<file path="src/rtl/cnn_pkg.sv">
// Shared types and width helpers for the CNN cell MAC.
package cnn_pkg;

  typedef enum logic [1:0] {IDLE, ACC, DONE} state_t;

  function automatic int clog2(input int v);
    int r = 0;
    int x = v - 1;
    while (x > 0) begin
      r++;
      x = x >> 1;
    end
    return r;
  endfunction

  function automatic int dw_of(input int width);
    return width + 1;
  endfunction

  // Headroom for TAPS feedback plus TAPS control products plus the bias.
  function automatic int acc_w_of(input int width, input int taps);
    return 2 * dw_of(width) + clog2(2 * taps + 1);
  endfunction

  function automatic int idx_w_of(input int taps);
    return (taps > 1) ? clog2(taps) : 1;
  endfunction

  function automatic int tap_lsb(input int k, input int dw);
    return k * dw;
  endfunction

endpackage

</file>
<file path="src/rtl/cnn_sat.sv">
// Signed clamp from IN_W to OUT_W bits, raising clip when the value is out of range.
module cnn_sat #(
  parameter int IN_W  = 23,
  parameter int OUT_W = 17
) (
  input  logic signed [IN_W-1:0]  sum,
  output logic        [OUT_W-1:0] data,
  output logic                    clip
);

  logic fits;

  // In range exactly when all bits above the output sign bit replicate it.
  assign fits = (&sum[IN_W-1:OUT_W-1]) | ~(|sum[IN_W-1:OUT_W-1]);
  assign clip = ~fits;
  assign data = fits      ? sum[OUT_W-1:0] :
                sum[IN_W-1] ? {1'b1, {(OUT_W-1){1'b0}}} :
                              {1'b0, {(OUT_W-1){1'b1}}};

endmodule

</file>
<file path="src/rtl/cnn_cell_mac.sv">
// Sequential CNN cell equation: sum(A*Y) + sum(B*U) + I, one tap per cycle.
// Build with CNN_MAC_SATURATE_EN to clamp the result; otherwise it wraps.
module cnn_cell_mac
  import cnn_pkg::*;
#(
  parameter int WIDTH = 8,
  parameter int TAPS  = 9,
  parameter int OUT_W = 2 * WIDTH + 1
) (
  input  logic                           gclk,
  input  logic                           grst_n,
  input  logic                           in_valid,
  output logic                           in_ready,
  input  logic [TAPS*dw_of(WIDTH)-1:0]   a_tpl,
  input  logic [TAPS*dw_of(WIDTH)-1:0]   b_tpl,
  input  logic [TAPS*dw_of(WIDTH)-1:0]   y_nbh,
  input  logic [TAPS*dw_of(WIDTH)-1:0]   u_nbh,
  input  logic signed [dw_of(WIDTH)-1:0] bias,
  output logic                           out_valid,
  input  logic                           out_ready,
  output logic signed [OUT_W-1:0]        out_data,
  output logic                           out_sat
);

  localparam int DW    = dw_of(WIDTH);
  localparam int ACC_W = acc_w_of(WIDTH, TAPS);
  localparam int IDX_W = idx_w_of(TAPS);

  typedef struct packed {
    logic [TAPS-1:0][DW-1:0] a;
    logic [TAPS-1:0][DW-1:0] b;
    logic [TAPS-1:0][DW-1:0] y;
    logic [TAPS-1:0][DW-1:0] u;
  } opnd_t;

  state_t                   state;
  opnd_t                    op_q;
  logic [IDX_W-1:0]         idx;
  logic signed [ACC_W-1:0]  acc;
  logic signed [ACC_W-1:0]  sum;
  logic signed [2*DW-1:0]   pa;
  logic signed [2*DW-1:0]   pb;
  logic [OUT_W-1:0]         cv_data;
  logic                     cv_sat;

  assign pa  = $signed(op_q.a[idx]) * $signed(op_q.y[idx]);
  assign pb  = $signed(op_q.b[idx]) * $signed(op_q.u[idx]);
  assign sum = acc + ACC_W'(pa) + ACC_W'(pb);

  assign in_ready = (state == IDLE);

`ifdef CNN_MAC_SATURATE_EN
  cnn_sat #(.IN_W(ACC_W), .OUT_W(OUT_W)) u_sat (
    .sum  (sum),
    .data (cv_data),
    .clip (cv_sat)
  );
`else
  assign cv_data = OUT_W'(sum);
  assign cv_sat  = 1'b0;
`endif

  always_ff @(posedge gclk or negedge grst_n) begin
    if (!grst_n) begin
      state     <= IDLE;
      op_q      <= '0;
      idx       <= '0;
      acc       <= '0;
      out_valid <= 1'b0;
      out_data  <= '0;
      out_sat   <= 1'b0;
    end else begin
      case (state)
        IDLE: if (in_valid) begin
          for (int k = 0; k < TAPS; k++) begin
            op_q.a[k] <= a_tpl[tap_lsb(k, DW) +: DW];
            op_q.b[k] <= b_tpl[tap_lsb(k, DW) +: DW];
            op_q.y[k] <= y_nbh[tap_lsb(k, DW) +: DW];
            op_q.u[k] <= u_nbh[tap_lsb(k, DW) +: DW];
          end
          acc   <= ACC_W'(bias);
          idx   <= '0;
          state <= ACC;
        end
        ACC: begin
          acc <= sum;
          idx <= idx + 1'b1;
          // Last tap: the converted result is taken straight from the adder.
          if (idx == IDX_W'(TAPS - 1)) begin
            out_data  <= cv_data;
            out_sat   <= cv_sat;
            out_valid <= 1'b1;
            state     <= DONE;
          end
        end
        DONE: if (out_ready) begin
          out_valid <= 1'b0;
          state     <= IDLE;
        end
        default: state <= IDLE;
      endcase
    end
  end

endmodule

</file>
<file path="config.mk">
export PLATFORM = sky130hd
export DESIGN_NAME = cnn_cell_mac
export DESIGN_NICKNAME = d
export VERILOG_FILES = /design/src/rtl/cnn_pkg.sv /design/src/rtl/cnn_sat.sv /design/src/rtl/cnn_cell_mac.sv
export SDC_FILE = /design/constraint.sdc
export NUM_CORES = 1
export LEC_CHECK = 0
export CAP_MARGIN = 10
export CORE_ASPECT_RATIO = 0.5
export CORE_MARGIN = 4
export CORE_UTILIZATION = 50
export DETAILED_ROUTE_END_ITERATION = 10
export GPL_TIMING_DRIVEN = 0
export PLACE_DENSITY = 0.81
export SETUP_SLACK_MARGIN = 0.4
export SKIP_LAST_GASP = 1
export SYNTH_ARGS = -nofsm -noshare
export SYNTH_HDL_FRONTEND = slang
export SYNTH_SLANG_ARGS = --single-unit
</file>
<file path="constraint.sdc">
create_clock -name gclk -period 7.3 [get_ports gclk]
set_clock_uncertainty 0.05 [all_clocks]
set_input_delay 1.46 -clock gclk [delete_from_list [all_inputs] [get_ports gclk]]
set_output_delay 1.46 -clock gclk [all_outputs]
set_load 0.03 [all_outputs]
</file>
== Yosys cells after proc, flatten, opt, wreduce, memory -nomap -nowiden ==
Cells that the tools add are included.
Cells by class
  reductions and logical operators: 8
  add/subtract/negate cells: 3
  multiply operators: 2
  magnitude comparators: 1
  equality and inequality tests: 6
  muxes and demuxes: 19
Operator list (count)
  $bmux W9 S4: 4
  $add A23 B18 Y23: 2
  $pmux W23 S2: 1
  $mul A9 B9 Y18: 2
  $mux W9: 4
  $mux W23: 1
  $pmux W4 S2: 1
  $mux W2: 3
  $ne A2 B2 Y1 const B: 3
  $pmux W2 S3: 1
  $reduce_and A2 Y1: 3
  $reduce_and A3 Y1: 2
  $lt A4 B5 Y1 const B: 1
  $add A4 B1 Y4 const B: 1
  $eq A4 B4 Y1 const B: 1
  $mux W4: 1
  $reduce_bool A2 Y1: 2
  $eq A2 B1 Y1 const B: 1
  $eq A2 B2 Y1 const B: 1
  $logic_not A2 Y1: 1
  $mux W1: 2
  $pmux W1 S2: 1
Word-level totals
  input bits: 337
  output and inout port bits: 20
  word-level logic and storage cells: 80
  bits in registers: 371

== Depth between registers and ports, before layout ==
  word-level depth: 6
  depth in mapped cells: 33
  gate-level depth less buffers: 29

== Worst setup path after synthesis ==
Ideal clock, no wire load.
  kind: register to register
  start: register idx[0]
  end: register out_data[16]
  arrival: 7.297 ns
  clock period less this slack: 7.487 ns
  required time: 7.110 ns
  library setup time: 0.140 ns
  path buffers: 4
  stages on the path, launching flop included: 31
  path slack: -0.187 ns
  cells stage by stage: dfrtp_1 > buf_6 > buf_12 > buf_4 > buf_2 > mux4_2 > mux2i_1 > nor2_1 > a21oi_1 > nor2b_1 > fa_1 > ha_1 > inv_1 > fa_1 > inv_1 > fa_1 > inv_1 > fa_1 > fa_1 > inv_1 > ha_1 > ha_1 > a21o_1 > a21oi_1 > o21bai_1 > o41ai_2 > o21ai_0 > or3_1 > a31oi_1 > xnor2_1 > a21oi_1
On the way
  cells in the longest elaborated chain, start to end: 5
  elaborated cells between the ends (all ways): 14
  those cells by class: add/sub: 2; mul: 2; eq/ne: 1; mux: 8; reduce/logical: 1
Ends and longest elaborated chain
  start, declared: line cnn_cell_mac.sv:38  | logic [IDX_W-1:0] idx;
  start signal, assigned: line cnn_cell_mac.sv:87  | idx <= idx + 1'b1;
  $bmux W9 S4: line cnn_cell_mac.sv:46  | assign pa = $signed(op_q.a[idx]) * $signed(op_q.y[idx]);
  $mux W9 (not written as such): line cnn_cell_mac.sv:46
  $mul A9 B9 Y18: line cnn_cell_mac.sv:46
  $add A23 B18 Y23 (2 in a row): line cnn_cell_mac.sv:48  | assign sum = acc + ACC_W'(pa) + ACC_W'(pb);
  end signal, assigned: line cnn_cell_mac.sv:90  | out_data <= cv_data;
  end, declared: line cnn_cell_mac.sv:21  | output logic signed [OUT_W-1:0] out_data,
Several ways; a longest one is shown, not always the timed one. The select of a mux whose other input is x is not followed.
A chain may end at the register's enable or synchronous reset.

== Worst setup path after layout ==
  start: register idx[0]
  end: register acc[16]
On the way
  cells in the longest elaborated chain, start to end: 6
  elaborated cells between the ends (all ways): 13
  those cells by class: add/sub: 2; mul: 2; mux: 9
Ends and longest elaborated chain
  $bmux W9 S4: line cnn_cell_mac.sv:46
  $mux W9 (not written as such): line cnn_cell_mac.sv:46
  $mul A9 B9 Y18: line cnn_cell_mac.sv:46
  $add A23 B18 Y23: line cnn_cell_mac.sv:48
  $add A23 B18 Y23 *: line cnn_cell_mac.sv:48
  $pmux W23 S2 *: line cnn_cell_mac.sv:73  | case (state)
  end signal, assigned: line cnn_cell_mac.sv:81  | acc <= ACC_W'(bias);
  end signal, assigned: line cnn_cell_mac.sv:86  | acc <= sum;
  end, declared: line cnn_cell_mac.sv:39  | logic signed [ACC_W-1:0] acc;
Every way passes the cells marked *; elsewhere a longest branch is shown, timed or not. The select of a mux whose other input is x is not followed.

==> flow_metrics.tcl <==
set metrics [dict create \
    status "finished, violations left" \
    violations "setup timing" \
    vias 19651 \
    cp_slowest_stage_delay_ns 0.61 \
    rsz0062_at_grt "true" \
    drc 0 \
    worstMarginPinSlew_ns 1.00 \
    viasPerCell 5.63 \
    maxSlewViolCount 0 \
    area.sequential_um2 9140 \
    grt_start_max_net_pins 115 \
    grt_overflow 0 \
    core_um2 44000 \
    synth_flop_cell "dfrtp_1" \
    numCtsBuffers 36 \
    timing.final.ws_setup_ns -0.391 \
    dp_hpwl_um 56000 \
    grt_use_met2_pct 51.6 \
    boundaryPins 357 \
    synth_cells 2391 \
    reg2reg_depth 29 \
    start_util_pct 51.0 \
    synth_cell_types 46 \
    drive_above_1_share_pct 12.8 \
    drt_iter0_drc 1970 \
    avgSynthCellArea_um2 9.39 \
    rrSetupSlack_ns -0.39 \
    holdPathStages 2 \
    gp_congestion 0.959 \
    fin_crit_sh_pct 105 \
    r2r_end "acc[16]" \
    r2r_start "idx[0]" \
    clock-root-buffer "clkbuf_16" \
    ys_seq_elements 365 \
    fp-row-count 54 \
    fmax_ghz 0.130 \
    slowest_stage "fa_1" \
    period_needed_ns 7.69 \
    track_usage_pct 31.6 \
    die_height_um 158 \
    yosysSeqAreaShare_pct 40.7 \
    ant_nets 0 \
    numPortBuffers 355 \
    ys_warn_count 0 \
    cts.hold.buffers_added 0 \
    htreeDepth 2 \
    fillers 2984 \
    min_path_type "reg -> reg" \
    post_drt_wl_per_cell_um 22.6 \
    cts_buffer_depth 3 \
    required_ns 7.67 \
    cp_max_fo 6 \
    arrival_ns 8.06 \
    final.setup.tns_ns -2.83 \
    holdPathEnd "op_q[26]" \
    holdCritStartpoint "op_q[26]" \
    die_area_um2 48500 \
    grt_pass1_vias 20264 \
    cts_tree "done" \
    firstDrtPassIters 6 \
    syn_area_um2 22400 \
    slew_headroom_pct 33.3 \
    synth-edff-count 0 \
    nNetsFinal 3427 \
    synth.net_count 2965 \
    clk_pin_slew_ns 0.07 \
    gr-usage-met3_pct 9.01 \
    maxCapViolCount 0 \
    cpMostUsedCell "fa_1" \
    crit_type "reg -> reg" \
    synth-async-reset-ratio_pct 100 \
    grt_pass1_wl_um 116000 \
    wl_um 78700 \
    multi_input_area_um2 13000 \
    start_kind "flip-flop" \
    grt_use_met1_pct 38.2 \
    grt.busiest_layer "met2" \
    dieWidth_um 308 \
    clock_latency_ns 0.56 \
    hold_viol_final 0 \
    cts_num_sinks 365 \
    antenna_found_initial 19 \
    finalSetupViolCount 14 \
    worstSetupEndpointType "flip-flop" \
    area_delta_synth_final_pct 33.2 \
]
## worst max-delay path, delay by kind of cell, from the launching register on
kind	cells	cell delay (ns)
adder cells (fa/ha/maj)	8	3.59
buffers and inverters	9	0.91
flip-flops	1	0.38
XOR/XNOR	1	0.19
multiplexers	2	0.83
AND/OR/NAND/NOR	3	0.53
AO/OA/AOI/OAI	6	1.04
## stage by stage
stage	cell area [µm²]	worst slack, ns	utilization [%]	cells	hold WS, ns
after floorplan	22700	0.299	-	2391	0.387
after global placement	27000	-11.01	61.3	3334	0.402
after detailed placement	27000	-1.66	61.5	3337	0.407
after CTS	29500	-0.216	67.2	3451	0.422
after global routing	29900	-0.563	68.0	3483	0.440
final	29900	-0.391	68.0	3489	0.419
## worst max-delay path by stage
stage,start,endpoint,slack [ns]
3_3_place_gp,grst_n,op_q[71],-11.01
2_1_floorplan,idx[0],out_data[16],0.30
3_5_place_dp,idx[1],out_data[16],-1.66
5_1_grt,idx[0],out_data[16],-0.56
6_report,idx[0],acc[16],-0.39
4_1_cts,idx[0],out_data[16],-0.22
## cell usage after synthesis, drive strengths merged (26+ instances only)
cell type,number,share of area [%]
buf,31,0.74
clkbuf,80,1.3
dfrtp,365,41
fa,172,15
ha,65,3.6
inv,212,3.5
mux2i,35,1.6
mux4,70,7.0
nand2,1076,18
nor2,74,1.2
o21ai,35,0.80
xnor2,26,1.0
## layer usage
metal	vias to the layer above	part of all wire (%)
met2	1133	48
li1	8355	-
met1	9843	36
met3	320	10
met5	-	0
met4	0	6.2
## cell usage in the layout (no fill, tap or decap), drive strengths merged, types with 65 or more instances in the layout
| master | n |
|---|---|
| nand2 | 1076 |
| clkdlybuf4s50 | 354 |
| ha | 65 |
| mux4 | 70 |
| nor2 | 74 |
| clkbuf | 132 |
| fa | 172 |
| dfrtp | 365 |
| buf | 98 |
| inv | 217 |
## cell type report
cell class / count / area share, %
clock inverters: 8 / 0.289
well taps: 588 / 2.46
plain buffers: 111 / 2.31
clock buffers: 52 / 3.59
inverters: 212 / 2.66
flip-flops and latches: 365 / 30.5
diodes: 26 / 0.218
repair buffers: 423 / 14.5
multi-input cells: 1704 / 43.4
## repair_timing
item	in CTS	in global routing
setup buffers	49	12
hold endpoints to repair	0	0
setup endpoints to repair	28	20
gates cloned	5	0
gates resized for setup	159	45
pin swaps	20	23
## state kept, by name (all words and copies together), names as in the netlist
name and count:
acc 17, out_data 17, out_valid 1, idx 4, state 2, op_q 324
## kinds of logic after synthesis
group,count (synthesis),share of synthesized area [%]
buf+inv,323,5.62
xor+xnor,35,1.37
flops,365,40.7
mux,124,9.56
compound gates,96,2.80
fa+ha+maj,237,19.0
simple gates,1210,21.0
other cells,1,0.0167
Power is not shown: default switching activity piles up to over one toggle a cycle in this logic, so the estimate is an artifact.
